===== src/rtl/midi_msg_scheduler_pkg.sv =====
// midi_pkg: MIDI status constants, message struct, arbiter state and
// byte-classification helpers shared by midi_msg_scheduler and its assemblers.
package midi_pkg;

    localparam logic [7:0] NOTE_OFF = 8'h80;
    localparam logic [7:0] NOTE_ON  = 8'h90;
    localparam logic [7:0] CC       = 8'hB0;
    localparam logic [7:0] PROG     = 8'hC0;
    localparam logic [7:0] SYSEX    = 8'hF0;
    localparam logic [7:0] EOX      = 8'hF7;
    localparam logic [7:0] CLOCK    = 8'hF8;

    // One assembled message as it travels from holding register to output.
    typedef struct packed {
        logic [7:0] status;
        logic [7:0] d1;
        logic [7:0] d2;
        logic [1:0] len;
    } midi_msg_t;

    typedef enum logic {
        ARB_IDLE  = 1'b0,
        ARB_OFFER = 1'b1
    } arb_state_t;

    // Number of data bytes that follow a status byte (0 for F6 and non-message bytes).
    function automatic logic [1:0] midi_data_len(input logic [7:0] status);
        logic [1:0] n;
        n = 2'd0;
        case (status[7:4])
            4'h8, 4'h9, 4'hA, 4'hB, 4'hE: n = 2'd2;
            4'hC, 4'hD:                   n = 2'd1;
            4'hF: begin
                case (status[3:0])
                    4'h1, 4'h3: n = 2'd1;
                    4'h2:       n = 2'd2;
                    default:    n = 2'd0;
                endcase
            end
            default: n = 2'd0;
        endcase
        return n;
    endfunction

    // F8..FF are real-time bytes that may appear anywhere in the stream.
    function automatic logic is_realtime(input logic [7:0] b);
        return b[7:3] == 5'b11111;
    endfunction

endpackage


===== src/rtl/midi_msg_scheduler_assembler.sv =====
// midi_msg_assembler: per-port MIDI message assembly with running status,
// sysex tracking and a one-deep holding register.
// MIDI_SYSRT_EN: when defined, real-time bytes are forwarded as a registered
// pulse; otherwise they are discarded here and rt_stb/rt_byte are tied 0.
module midi_msg_assembler
    import midi_pkg::*;
(
    input  logic       CLOCK_25,
    input  logic       iRST,
    input  logic       byte_stb,
    input  logic [7:0] byte_in,
    input  logic       hold_pop,
    output logic       hold_valid,
    output midi_msg_t  hold_msg,
    output logic       rt_stb,
    output logic [7:0] rt_byte,
    output logic       ovf
);

    logic [7:0] rs;
    logic       cnt;
    logic [7:0] d1;
    logic       in_sysex;

    logic [7:0] rs_nxt;
    logic       cnt_nxt;
    logic [7:0] d1_nxt;
    logic       sysex_nxt;
    logic       done;
    midi_msg_t  done_msg;

    // Classify the incoming byte and work out the next parser state and any completed message.
    always_comb begin
        rs_nxt    = rs;
        cnt_nxt   = cnt;
        d1_nxt    = d1;
        sysex_nxt = in_sysex;
        done      = 1'b0;
        done_msg  = '0;
        if (byte_stb && !is_realtime(byte_in)) begin
            if (!byte_in[7]) begin
                // Data: ignored inside sysex or without a status to attach to.
                if (!in_sysex && rs != 8'h00) begin
                    if (!cnt && midi_data_len(rs) == 2'd2) begin
                        d1_nxt  = byte_in;
                        cnt_nxt = 1'b1;
                    end else begin
                        done            = 1'b1;
                        done_msg.status = rs;
                        done_msg.len    = midi_data_len(rs);
                        if (cnt) begin
                            done_msg.d1 = d1;
                            done_msg.d2 = byte_in;
                        end else begin
                            done_msg.d1 = byte_in;
                        end
                        cnt_nxt = 1'b0;
                        // System common has no running status.
                        if (rs[7:4] == 4'hF)
                            rs_nxt = 8'h00;
                    end
                end
            end else if (byte_in == SYSEX) begin
                sysex_nxt = 1'b1;
                rs_nxt    = 8'h00;
            end else if (byte_in == EOX) begin
                sysex_nxt = 1'b0;
            end else if (byte_in[7:4] != 4'hF) begin
                rs_nxt  = byte_in;
                cnt_nxt = 1'b0;
            end else if (midi_data_len(byte_in) == 2'd0) begin
                // F4/F5 undefined, F6 tune request completes on its own.
                rs_nxt  = 8'h00;
                cnt_nxt = 1'b0;
                if (byte_in == 8'hF6) begin
                    done            = 1'b1;
                    done_msg.status = byte_in;
                end
            end else begin
                // F1/F2/F3: replaces channel running status until its data arrives.
                rs_nxt  = byte_in;
                cnt_nxt = 1'b0;
            end
        end
    end

    // Parser state, holding register and sticky overflow.
    always_ff @(posedge CLOCK_25) begin
        if (iRST) begin
            rs         <= '0;
            cnt        <= 1'b0;
            d1         <= '0;
            in_sysex   <= 1'b0;
            hold_valid <= 1'b0;
            hold_msg   <= '0;
            ovf        <= 1'b0;
        end else begin
            rs       <= rs_nxt;
            cnt      <= cnt_nxt;
            d1       <= d1_nxt;
            in_sysex <= sysex_nxt;
            if (done && hold_valid && !hold_pop) begin
                ovf <= 1'b1;
            end else if (done) begin
                hold_msg   <= done_msg;
                hold_valid <= 1'b1;
            end else if (hold_pop) begin
                hold_valid <= 1'b0;
            end
        end
    end

`ifdef MIDI_SYSRT_EN
    // One-cycle real-time pulse, one cycle after the strobe.
    always_ff @(posedge CLOCK_25) begin
        if (iRST) begin
            rt_stb  <= 1'b0;
            rt_byte <= '0;
        end else begin
            rt_stb <= byte_stb && is_realtime(byte_in);
            if (byte_stb && is_realtime(byte_in))
                rt_byte <= byte_in;
        end
    end
`else
    assign rt_stb  = 1'b0;
    assign rt_byte = '0;
`endif

endmodule


===== src/rtl/midi_msg_scheduler.sv =====
// midi_msg_scheduler: two MIDI byte sources assembled independently and
// shared onto one downstream event interface round-robin; real-time bytes
// bypass on their own strobe.
// MIDI_SYSRT_EN: when defined, enables the real-time path and its one-entry
// skid for port 1; otherwise rt_stb/rt_byte are tied 0.
module midi_msg_scheduler
    import midi_pkg::*;
#(
    parameter int NPORTS = 2
) (
    input  logic                   CLOCK_25,
    input  logic                   iRST,
    input  logic [NPORTS-1:0]      byte_stb,
    input  logic [NPORTS-1:0][7:0] byte_in,
    output logic                   msg_valid,
    input  logic                   msg_ready,
    output logic [7:0]             msg_status,
    output logic [7:0]             msg_d1,
    output logic [7:0]             msg_d2,
    output logic [1:0]             msg_len,
    output logic                   msg_src,
    output logic                   rt_stb,
    output logic [7:0]             rt_byte,
    output logic [NPORTS-1:0]      ovf
);

    logic [NPORTS-1:0]            hold_valid;
    logic [NPORTS-1:0]            hold_pop;
    midi_msg_t [NPORTS-1:0]       hold_msg;
    logic [NPORTS-1:0]            asm_rt_stb;
    logic [NPORTS-1:0][7:0]       asm_rt_byte;
    logic [NPORTS-1:0]            asm_ovf;

    generate
        for (genvar g = 0; g < NPORTS; g++) begin : g_asm
            midi_msg_assembler u_asm (
                .CLOCK_25   (CLOCK_25),
                .iRST       (iRST),
                .byte_stb   (byte_stb[g]),
                .byte_in    (byte_in[g]),
                .hold_pop   (hold_pop[g]),
                .hold_valid (hold_valid[g]),
                .hold_msg   (hold_msg[g]),
                .rt_stb     (asm_rt_stb[g]),
                .rt_byte    (asm_rt_byte[g]),
                .ovf        (asm_ovf[g])
            );
        end
    endgenerate

    arb_state_t state, state_nxt;
    logic       rr_ptr;
    logic       grant;

    // Arbiter state register.
    always_ff @(posedge CLOCK_25) begin
        if (iRST)
            state <= ARB_IDLE;
        else
            state <= state_nxt;
    end

    // Arbiter next state: offer as soon as anything is held, release on handshake.
    always_comb begin
        state_nxt = state;
        if (state == ARB_IDLE) begin
            if (|hold_valid)
                state_nxt = ARB_OFFER;
        end else begin
            if (msg_ready)
                state_nxt = ARB_IDLE;
        end
    end

    // Arbiter outputs: favoured port if it has something, else the other one.
    always_comb begin
        hold_pop  = '0;
        msg_valid = (state == ARB_OFFER);
        grant     = hold_valid[rr_ptr] ? rr_ptr : ~rr_ptr;
        if (state == ARB_IDLE && (|hold_valid))
            hold_pop[grant] = 1'b1;
    end

    // Output register and round-robin pointer.
    always_ff @(posedge CLOCK_25) begin
        if (iRST) begin
            msg_status <= '0;
            msg_d1     <= '0;
            msg_d2     <= '0;
            msg_len    <= '0;
            msg_src    <= 1'b0;
            rr_ptr     <= 1'b0;
        end else begin
            if (|hold_pop) begin
                msg_status <= hold_msg[grant].status;
                msg_d1     <= hold_msg[grant].d1;
                msg_d2     <= hold_msg[grant].d2;
                msg_len    <= hold_msg[grant].len;
                msg_src    <= grant;
            end
            if (state == ARB_OFFER && msg_ready)
                rr_ptr <= ~msg_src;
        end
    end

`ifdef MIDI_SYSRT_EN
    logic       skid_v;
    logic [7:0] skid_byte;
    logic       rt_ovf;

    // Port 0 real-time always goes out at once; port 1 waits in the skid behind it.
    always_ff @(posedge CLOCK_25) begin
        if (iRST) begin
            skid_v    <= 1'b0;
            skid_byte <= '0;
            rt_ovf    <= 1'b0;
        end else if (asm_rt_stb[0]) begin
            if (asm_rt_stb[1]) begin
                if (skid_v) begin
                    rt_ovf <= 1'b1;
                end else begin
                    skid_v    <= 1'b1;
                    skid_byte <= asm_rt_byte[1];
                end
            end
        end else if (skid_v) begin
            // Skid drains this cycle; a fresh port 1 byte takes its place.
            skid_v    <= asm_rt_stb[1];
            skid_byte <= asm_rt_byte[1];
        end
    end

    // Real-time output mux: port 0, then skid, then direct port 1.
    always_comb begin
        rt_stb  = (|asm_rt_stb) || skid_v;
        rt_byte = '0;
        if (asm_rt_stb[0])
            rt_byte = asm_rt_byte[0];
        else if (skid_v)
            rt_byte = skid_byte;
        else if (asm_rt_stb[1])
            rt_byte = asm_rt_byte[1];
    end

    assign ovf = {asm_ovf[1] | rt_ovf, asm_ovf[0]};
`else
    // Assemblers tie their real-time outputs low in this build.
    assign rt_stb  = |asm_rt_stb;
    assign rt_byte = asm_rt_byte[0] | asm_rt_byte[1];
    assign ovf     = asm_ovf;
`endif

endmodule


===== config.mk =====
export PLATFORM = sky130hd
export DESIGN_NAME = midi_msg_scheduler
export DESIGN_NICKNAME = d
export VERILOG_FILES = /design/src/rtl/midi_msg_scheduler_pkg.sv /design/src/rtl/midi_msg_scheduler_assembler.sv /design/src/rtl/midi_msg_scheduler.sv
export SDC_FILE = /design/constraint.sdc
export NUM_CORES = 1
export LEC_CHECK = 0
export CAP_MARGIN = 25
export CORE_UTILIZATION = 60
export CTS_CLUSTER_SIZE = 16
export DETAILED_ROUTE_END_ITERATION = 10
export PLACE_DENSITY_LB_ADDON = 0.12
export SLEW_MARGIN = 20
export SYNTH_ARGS = -nofsm -noshare
export SYNTH_HDL_FRONTEND = slang
export SYNTH_SLANG_ARGS = --single-unit

===== constraint.sdc =====
create_clock -name CLOCK_25 -period 4.8 [get_ports CLOCK_25]
set_input_delay 0.72 -clock CLOCK_25 [delete_from_list [all_inputs] [get_ports CLOCK_25]]
set_output_delay 0.72 -clock CLOCK_25 [all_outputs]
set_load 0.005 [all_outputs]

---- Word level (Yosys, flattened, before mapping) ----
Cells that the tools add are included.
word-level totals
  input port bits ......................... 21
  word-level logic and storage cells ...... 271
  register bits ........................... 119
cells by class
  reduce and logical (&&, ||, !) cells .... 59
  bitwise gates (word level) .............. 7
  eq/ne operators ......................... 64
  order comparisons ....................... 3
  muxes and demuxes ....................... 111
operators with widths
  cell                                           count
  2-to-1 mux 8 bit                               28
  2-to-1 mux 26 bit                              8
  == test 4 bit, second input constant           32
  == test 8 bit, second input constant           6
  2-to-1 mux 1 bit                               43
  2-to-1 mux 18 bit                              2
  2-to-1 mux 2 bit                               17
  == test 4 x 2 -> 1 bit, second input constant  8
  2-to-1 mux 7 bit                               4
  one-hot mux 2 bit (3 select lines)             4
  OR reduction 2 bit                             10
  OR reduction 5 bit                             4
  == test 4 x 1 -> 1 bit, second input constant  4
  one-hot mux 2 bit (2 select lines)             4
  AND reduction 4 bit                            4
  nonzero test 2 bit                             8
  nonzero test 8 bit                             2
  logical AND 1 bit                              13
  != test 2 bit, second input constant           6
  == test 5 bit, second input constant           2
  AND reduction 5 bit                            2
  zero test 1 bit                                8
  != test 4 bit, second input constant           2
  AND reduction 2 bit                            4
  8 further kinds                                19

---- Depth between registers and ports, before layout ----
Gate-level depths: netlist (run 1).
  depth in word-level cells ............... 20
  gate-level depth with buffers ........... 9
  mapped depth without buffers ............ 6

---- Hierarchy ----
Synthesis (run 1) repeated with hierarchy kept, for this count alone.
second synthesis, totals
  cell total of the unflattened synthesis .. 616
  area total of the unflattened synthesis .. 5775.5 sq um
modules (own cells, without submodules)
  module              area each (sq um)  cells each  times used
  midi_msg_assembler  2094.5             221         2
  midi_msg_scheduler  1586.5             174         1

---- Worst setup path after synthesis (run 1) ----
No wires, ideal clock.
  path kind ............................... input to register
  start ................................... in byte_in[2] (netlist name)
  end ..................................... reg g_asm[0].u_asm.hold_msg[20] (netlist name)
  path slack .............................. 2489 ps
  required time ........................... 4726 ps
  cell stages on the path ................. 8
  arrival time ............................ 2237 ps
  path through ............................ clkbuf_1 -> nand2_1 -> o41ai_2 -> and3_1 -> o211a_1 -> buf_4 -> or4b_1 -> o21ai_0
on the way
  longest elaborated chain between the ends .. 20
  elaborated cells between the ends (all ways) .. 33
  classes of those cells .................. 6 x eq/ne; 21 x mux; 1 x bitwise; 5 x reduce/logical
ends and longest elaborated chain
  element                                                                  line                                 source
  start, declared                                                          midi_msg_scheduler.sv:14             input logic [NPORTS-1:0][7:0] byte_in,
  == test 4 x 1 -> 1 bit / == test 4 x 2 -> 1 bit (equally long branches)  midi_msg_scheduler_pkg.sv:34         case (status[3:0])
  OR reduction 2 bit                                                       midi_msg_scheduler_pkg.sv:34
  one-hot mux 2 bit (2 select lines)                                       midi_msg_scheduler_pkg.sv:34
  one-hot mux 2 bit (3 select lines)                                       midi_msg_scheduler_pkg.sv:30         case (status[7:4])
  2-to-1 mux 2 bit                                                         midi_msg_scheduler_assembler.sv:68   end else if (byte_in[7:4] != 4'hF) begin
  2-to-1 mux 2 bit                                                         midi_msg_scheduler_assembler.sv:66   end else if (byte_in == EOX) begin
  2-to-1 mux 2 bit                                                         midi_msg_scheduler_assembler.sv:63   end else if (byte_in == SYSEX) begin
  2-to-1 mux 2 bit                                                         midi_msg_scheduler_assembler.sv:41   if (!byte_in[7]) begin
  (+3 left out)                                                            --
  2-to-1 mux 1 bit                                                         midi_msg_scheduler_assembler.sv:68
  2-to-1 mux 1 bit                                                         midi_msg_scheduler_assembler.sv:66
  2-to-1 mux 1 bit                                                         midi_msg_scheduler_assembler.sv:63
  2-to-1 mux 1 bit                                                         midi_msg_scheduler_assembler.sv:41
  2-to-1 mux 1 bit                                                         midi_msg_scheduler_assembler.sv:40   if (byte_stb && !is_realtime(byte_in)) begin
  logical AND 1 bit (2 in series)                                          midi_msg_scheduler_assembler.sv:102  if (done && hold_valid && !hold_pop) begin
  NOT 1 bit (no line)                                                      --
  AND reduction 2 bit (no line)                                            --
Parallel ways exist; a longest one is shown, timed or not. The select of a mux whose other input is x is not followed.
A chain may end at the register's enable or synchronous reset.

---- Final worst setup path (run 1) ----
  start ................................... in byte_in[7] (netlist name)
  end ..................................... reg g_asm[0].u_asm.hold_msg[22] (netlist name)
on the way
  longest elaborated chain between the ends .. 19
  elaborated cells between the ends (all ways) .. 42
  classes of those cells .................. 13 x eq/ne; 20 x mux; 1 x bitwise; 8 x reduce/logical
ends and longest elaborated chain
  element                                                          line
  == test 4 bit                                                    midi_msg_scheduler_pkg.sv:30
  OR reduction 5 bit / OR reduction 2 bit (equally long branches)  midi_msg_scheduler_pkg.sv:30
  one-hot mux 2 bit (3 select lines)                               midi_msg_scheduler_pkg.sv:30
  2-to-1 mux 2 bit                                                 midi_msg_scheduler_assembler.sv:68
  2-to-1 mux 2 bit                                                 midi_msg_scheduler_assembler.sv:66
  2-to-1 mux 2 bit                                                 midi_msg_scheduler_assembler.sv:63
  2-to-1 mux 2 bit                                                 midi_msg_scheduler_assembler.sv:41
  2-to-1 mux 2 bit                                                 midi_msg_scheduler_assembler.sv:40
  (+2 left out)                                                    --
  2-to-1 mux 1 bit                                                 midi_msg_scheduler_assembler.sv:68
  2-to-1 mux 1 bit                                                 midi_msg_scheduler_assembler.sv:66
  2-to-1 mux 1 bit                                                 midi_msg_scheduler_assembler.sv:63
  2-to-1 mux 1 bit                                                 midi_msg_scheduler_assembler.sv:41
  2-to-1 mux 1 bit                                                 midi_msg_scheduler_assembler.sv:40
  logical AND 1 bit (2 in series)                                  midi_msg_scheduler_assembler.sv:102
  NOT 1 bit (no line)                                              --
  AND reduction 2 bit (no line)                                    --
Parallel ways exist; a longest one is shown, timed or not. The select of a mux whose other input is x is not followed.

==> results of run 1 <==
[power by group]
| group | leakage [uW] | internal (uW) | switching (uW) | total (uW) |
|---|---|---|---|---|
| Clock | 0.000327 | 1010 | 448 | 1460 |
| Sequential | 0.000918 | 985 | 37.6 | 1020 |
| Combinational | 0.00102 | 144 | 164 | 308 |
| Total | 0.00227 | 2140 | 650 | 2790 |
[layout by cell type, fill, tap and decap left out, types with 3 or more instances in the layout]
| master | count |
|---|---|
| o21ba_2 | 3 |
| a31oi_1 | 4 |
| dfxtp_1 | 113 |
| and3_1 | 4 |
| nand2b_1 | 43 |
| mux2_2 | 12 |
| a22o_1 | 13 |
| nand3b_1 | 4 |
| nand2_1 | 12 |
| nor3_1 | 8 |
| a21oi_1 | 34 |
| a211oi_1 | 36 |
| conb_1 | 11 |
| bufinv_16 | 7 |
| nand3_1 | 38 |
| o21ai_0 | 28 |
| buf_4 | 4 |
| clkbuf_16 | 16 |
| or4b_1 | 3 |
| clkinvlp_4 | 3 |
| a21o_1 | 5 |
| nor2b_1 | 4 |
| inv_1 | 7 |
| nor2_1 | 73 |
| clkdlybuf4s50_1 | 47 |
| mux2i_1 | 39 |
| nand4_1 | 6 |
[state kept, by name (all words and copies together), names as in the netlist, 2 cells and up]
name,count
g_asm.u_asm.cnt,2
g_asm.u_asm.rs,16
g_asm.u_asm.hold_msg,48
msg_len,2
msg_d2,7
g_asm.u_asm.ovf,2
msg_d1,7
g_asm.u_asm.in_sysex,2
g_asm.u_asm.hold_valid,2
g_asm.u_asm.d1,14
msg_status,8
[kinds of logic (layout without fill, tap and decap cells)]
family          after synthesis  in the layout  share of synthesized area, %
compound gates              141            141                          18.4
simple gates                209            209                          20.8
buf+inv                      71             92                          6.53
other cells                   1             11                        0.0728
flops                       113            113                          43.9
mux                          51             51                          10.2
[how the worst max path moves through the flow]
stage | start | to | slack (ns) | depth (start not counted)
2_1_floorplan | byte_in[2] | g_asm[0].u_asm.hold_msg[20]$_SDFFE_PP0P_ | 2.49 | 8
3_3_place_gp | byte_in[7] | g_asm[0].u_asm.hold_msg[22]$_SDFFE_PP0P_ | 1.43 | 7
3_5_place_dp | byte_in[7] | g_asm[0].u_asm.hold_msg[23]$_SDFFE_PP0P_ | 1.34 | 7
4_1_cts | byte_in[7] | g_asm[0].u_asm.hold_msg[22]$_SDFFE_PP0P_ | 1.83 | 7
5_1_grt | byte_in[7] | g_asm[0].u_asm.hold_msg[16]$_SDFFE_PP0P_ | 1.63 | 8
6_report | byte_in[7] | g_asm[0].u_asm.hold_msg[22]$_SDFFE_PP0P_ | 1.78 | 7
[layer usage]
metal	up-vias	global-route usage (%)	share of wire [%]
met2	187	48.0	49
li1	2113	-	-
met5	-	0	0
met1	2063	36.8	42
met4	0	14.5	2.9
met3	33	8.29	6.2
[metrics by stage]
stage / std cells / util, % / power, uW / setup WS, ns / hold WS [ns]
floorplan: 596 / - / 1230 / 2.49 / 0.434
detailed placement: 689 / 66.8 / 1340 / 1.34 / 0.462
CTS: 721 / 75.2 / 2790 / 1.83 / 0.471
global placement: 689 / 66.8 / 1330 / 1.43 / 0.449
finish: 722 / 75.5 / 2790 / 1.78 / 0.470
global route: 722 / 75.5 / 2890 / 1.63 / 0.488
[worst max-delay path: cells and delay by family]
family	cells	cell delay, ns
compound gates	3	0.97
simple gates	3	0.99
buf+inv	1	0.78
[final cells by class]
type	instances	area share (%)
Multi-Input combinational cell	412	41.7
Sequential cell	113	36.3
Timing Repair Buffer	53	8.43
Clock buffer	18	6.86
Clock inverter	14	4.18
Tap cell	105	2.11
Inverter	7	0.422
==> impl_metrics.tcl, run 1 <==
set metrics [dict create \
    cts_tree "yes" \
    hold_buffers 0 \
    startpoint_type "primary input" \
    rows 33 \
    clk_pin_slew_ns 0.05 \
    yosys_warnings 0 \
    num_vias 4396 \
    antenna_found_initial 0 \
    cts_htree_levels 4 \
    min_path_type "flop to flop" \
    area_growth_pct 21.0 \
    drc 0 \
    worstPathArrival_ns 3.46 \
    hold_violations 0 \
    avgViaCountPerCell 6.09 \
    cts_resized 0 \
    die-area_mm2 0.00896 \
    cts_buffers 17 \
    grt_max_degree 57 \
    synth_ff_type "dfxtp_1" \
    core_area_mm2 0.00826 \
    ant_nets 0 \
    cts.path.max_buffers 2 \
    r2r_slack_ns 2.44 \
    r2r-start "msg_valid$_SDFF_PP0_" \
    synth.most_common_cell "dfxtp_1" \
    crit_slowest_cell "clkdlybuf4s50_1" \
    fin_crit_sh_pct 62.9 \
    whs_endpoint "g_asm[0].u_asm.ovf$_SDFFE_PP0P_" \
    slew_headroom_pct 33.3 \
    worst_hold_startpoint "g_asm[0].u_asm.ovf$_SDFFE_PP0P_" \
    rsz0062_at_grt "false" \
    cpPeakStageDelay_ns 0.78 \
    worstReg2RegEnd "g_asm[0].u_asm.hold_msg[22]$_SDFFE_PP0P_" \
    grt_pass1_vias 4076 \
    post_cts_buffers 0 \
    max-vdd-ir-drop_v 0.000342 \
    slew_violations 0 \
    fp.dieW_um 94.7 \
    crit_fanout 22 \
    period_minus_slack_ns 3.02 \
    port_buffers 48 \
    clk_latency_ns 0.53 \
    avgSynthCellArea_um2 8.79 \
    fp.dieH_um 94.7 \
    gr-total-overflow 0 \
    synth-edff-count 0 \
    grtUsageTotal_pct 29.9 \
    worstMarginPinSlew_ns 0.987 \
    multiInputGateArea_mm2 0.00260 \
    synth_cell_types 47 \
    power.density_mw_per_mm2 448 \
    r2r_cells 6 \
    maxCapViolations 0 \
    critPathKind "primary input to flop" \
    cts.sinks 113 \
    whs_path_depth 2 \
    first_iter_violations 386 \
    synthCells 586 \
    place_area_mm2 0.00552 \
    diodes 0 \
    gp_congestion 0.886 \
    grt_pass1_wl_um 20200 \
    synth_area_leaders "dfxtp_1, mux2i_1, nor2_1, a211oi_1, nand2b_1" \
    wirelength_um 12800 \
    crit_chain "clkdlybuf4s50_1 -> nand4_1 -> o41ai_2 -> and3_1 -> o211a_1 -> or4b_1 -> o21ai_0" \
    io_pins 60 \
    required_ns 5.24 \
    netlist_area_mm2 0.00515 \
    nFillCells 599 \
    status "complete, no violations" \
    register_area_mm2 0.00226 \
    yosys-top-cells-count "dfxtp_1, nor2_1, nand2b_1, mux2i_1, nand3_1" \
    initial_core_util_pct 62.4 \
    setup_tns_ns 0 \
    drive_above_1_share_pct 9.56 \
    yosys.area.top_type "dfxtp_1" \
    wl_per_cell_um 17.7 \
    final_area_mm2 0.00623 \
    ys_ff_latch 113 \
    synth_top_area_share_pct 43.9 \
    fin_nets 625 \
    fmax_mhz 331 \
    finalClockSkew_ns 0.00995 \
    end_kind "flop" \
    hpwl_um 7890 \
    dr.pass1.iters 6 \
    setup_violations 0 \
    cts_root_buf "clkbuf_8" \
    p_leak_uw 0.00227 \
    ys_seq_area_share_pct 43.9 \
    async_flop_share_pct 0 \
]
(Power assumes the default switching activity.)
==> inputs of run 2 (changes only) <==
CORE_UTILIZATION = 50   (was 60)
clock period = 2.7 ns   (was 4.8 ns; I/O delays follow)
==> run 2 against run 1 <==
Sequential cell count stayed put. Hold slack worse by 0.097 ns. Critical path type is now flop to flop. Combinational power is 83% higher. Highest routed layer unchanged. Clock-buffer cell count is 2 higher.
==> impl_metrics.tcl, run 2 (synthesized netlist as in run 1, its figures left out) <==
set metrics [dict create \
    status "complete, no violations" \
    grtUsageTotal_pct 24.5 \
    required_ns 3.15 \
    cp_num_buf_inv 0 \
    dr.pass1.iters 5 \
    gr-total-overflow 0 \
    fin_nets 647 \
    r2r_slack_ns 0.43 \
    finalWorstSetupSlack_ns 0.433 \
    worstPathArrival_ns 2.71 \
    nFillCells 847 \
    fmax_mhz 441 \
    power.density_mw_per_mm2 744 \
    max-vdd-ir-drop_v 0.000533 \
    crit_path_end "g_asm[1].u_asm.rs[4]$_SDFFE_PP0P_" \
    layout_commonest_cell "dfxtp_1" \
    mostFrequentLayoutCells "dfxtp_1, nor2_1, clkdlybuf4s50_1" \
    final_util_pct 64.5 \
    cts_root_buf "clkbuf_8" \
    cts_buffers 17 \
    post_cts_buffers 0 \
    finalClockSkew_ns 0.00937 \
    fp.dieH_um 104 \
    grt_max_degree 51 \
    avgViaCountPerCell 5.61 \
    clk_pin_slew_ns 0.05 \
    cts_tree "yes" \
    num_vias 4328 \
    cts_htree_levels 4 \
    cp_common_cell "a21oi_1" \
    drc 0 \
    first_iter_violations 216 \
    dp_slack_ns -0.000588 \
    end_kind "flop" \
    slew_headroom_pct 28.6 \
    rows 36 \
    crit_cells 6 \
    crit_fanout 8 \
    setup_violations 0 \
    critPathKind "flop to flop" \
    maxCapViolations 0 \
    setup_tns_ns 0 \
    initial_core_util_pct 52.2 \
    slew_violations 0 \
    crit_family "compound AO/OA/AOI/OAI gates" \
    core_area_mm2 0.00986 \
    largestRegisters "g_asm.u_asm.hold_msg x48, g_asm.u_asm.rs x16, g_asm.u_asm.d1 x14" \
    io_pins 60 \
    crit_path_start "g_asm[1].u_asm.rs[5]$_SDFFE_PP0P_" \
    cpPeakStageDelay_ns 0.67 \
    hold_buffers 0 \
    min_path_type "primary input to flop" \
    largest_reg_flops 48 \
    wl_per_cell_um 16.3 \
    gp_congestion 0.877 \
    drive_above_1_share_pct 12.2 \
    startpoint_type "flop" \
    p_leak_uw 0.00236 \
    max_flop_register "g_asm.u_asm.hold_msg" \
    crit_chain "and4_1 -> a2111oi_0 -> a21oi_1 -> a21oi_1 -> o21ba_2 -> a22o_1" \
    fp.dieW_um 104 \
    area_growth_pct 23.5 \
    grt_pass1_wl_um 20800 \
    worstReg2RegEnd "g_asm[1].u_asm.rs[4]$_SDFFE_PP0P_" \
    die-area_mm2 0.0107 \
    crit_slowest_cell "a2111oi_0" \
    r2r_cells 6 \
    cts_resized 0 \
    r2r-start "g_asm[1].u_asm.rs[5]$_SDFFE_PP0P_" \
    clk_latency_ns 0.51 \
    antenna_found_initial 0 \
    port_buffers 48 \
    fin_crit_sh_pct 83.9 \
    hpwl_um 8650 \
    grt_pass1_vias 4158 \
    wirelength_um 12600 \
    cts.sinks 113 \
    ant_nets 0 \
    diodes 0 \
    rsz0062_at_grt "false" \
    worstMarginPinSlew_ns 1.06 \
    period_minus_slack_ns 2.27 \
    hold_violations 0 \
    cts.path.max_buffers 2 \
]
==> run 2: cell types whose count changed in the layout (fill, tap and decap cells not counted), sizes merged <==
cell      delta
buf         +22
clkinv       +2
bufinv       -2
clkbuf       +2
clkinvlp     -2
==> run 2: power by group <==
part	total, uW	internal, uW	switching [uW]
Sequential	1810	1750	63.9
Combinational	563	274	289
Clock	2350	1600	749
==> run 2: worst min-delay path by stage <==
stage	depth (start not counted)	slack, ns	startpoint	endpoint
global placement	2	0.45	g_asm[0].u_asm.ovf$_SDFFE_PP0P_	g_asm[0].u_asm.ovf$_SDFFE_PP0P_
global route	2	0.38	iRST	g_asm[0].u_asm.in_sysex$_SDFFE_PP0P_
floorplan	2	0.43	g_asm[0].u_asm.ovf$_SDFFE_PP0P_	g_asm[0].u_asm.ovf$_SDFFE_PP0P_
CTS	2	0.35	iRST	g_asm[0].u_asm.hold_msg[19]$_SDFFE_PP0P_
detailed placement	2	0.46	g_asm[1].u_asm.hold_msg[4]$_SDFFE_PP0P_	g_asm[1].u_asm.hold_msg[4]$_SDFFE_PP0P_
finish	2	0.37	iRST	g_asm[0].u_asm.in_sysex$_SDFFE_PP0P_
==> run 2: layout make-up <==
class | count | area [um2] | area share, %
Multi-Input combinational cell | 412 | 2590 | 40.8
Clock buffer | 20 | 435 | 6.84
Clock inverter | 12 | 188 | 2.95
Inverter | 7 | 26.3 | 0.413
Tap cell | 133 | 166 | 2.62
Timing Repair Buffer | 75 | 691 | 10.9
Sequential cell | 113 | 2260 | 35.6
==> run 2: metal layers <==
metal	routed length (um)	part of all wire (%)	up-vias	global-route usage (%)
li1	-	-	2158	-
met1	5830	46	2046	32.1
met2	6020	48	108	39.6
met3	538	4.3	16	6.04
met4	174	1.4	0	7.76
met5	0	0	-	0
==> run 2: stage by stage <==
stage	cell area, um2	hold slack (ns)	std cells	total power (uW)
5_1_grt	6360	0.383	772	4910
2_1_floorplan	5190	0.434	596	2180
3_5_place_dp	5740	0.462	740	2410
4_1_cts	6360	0.354	772	4760
3_3_place_gp	5740	0.445	740	2400
6_report	6360	0.374	772	4730
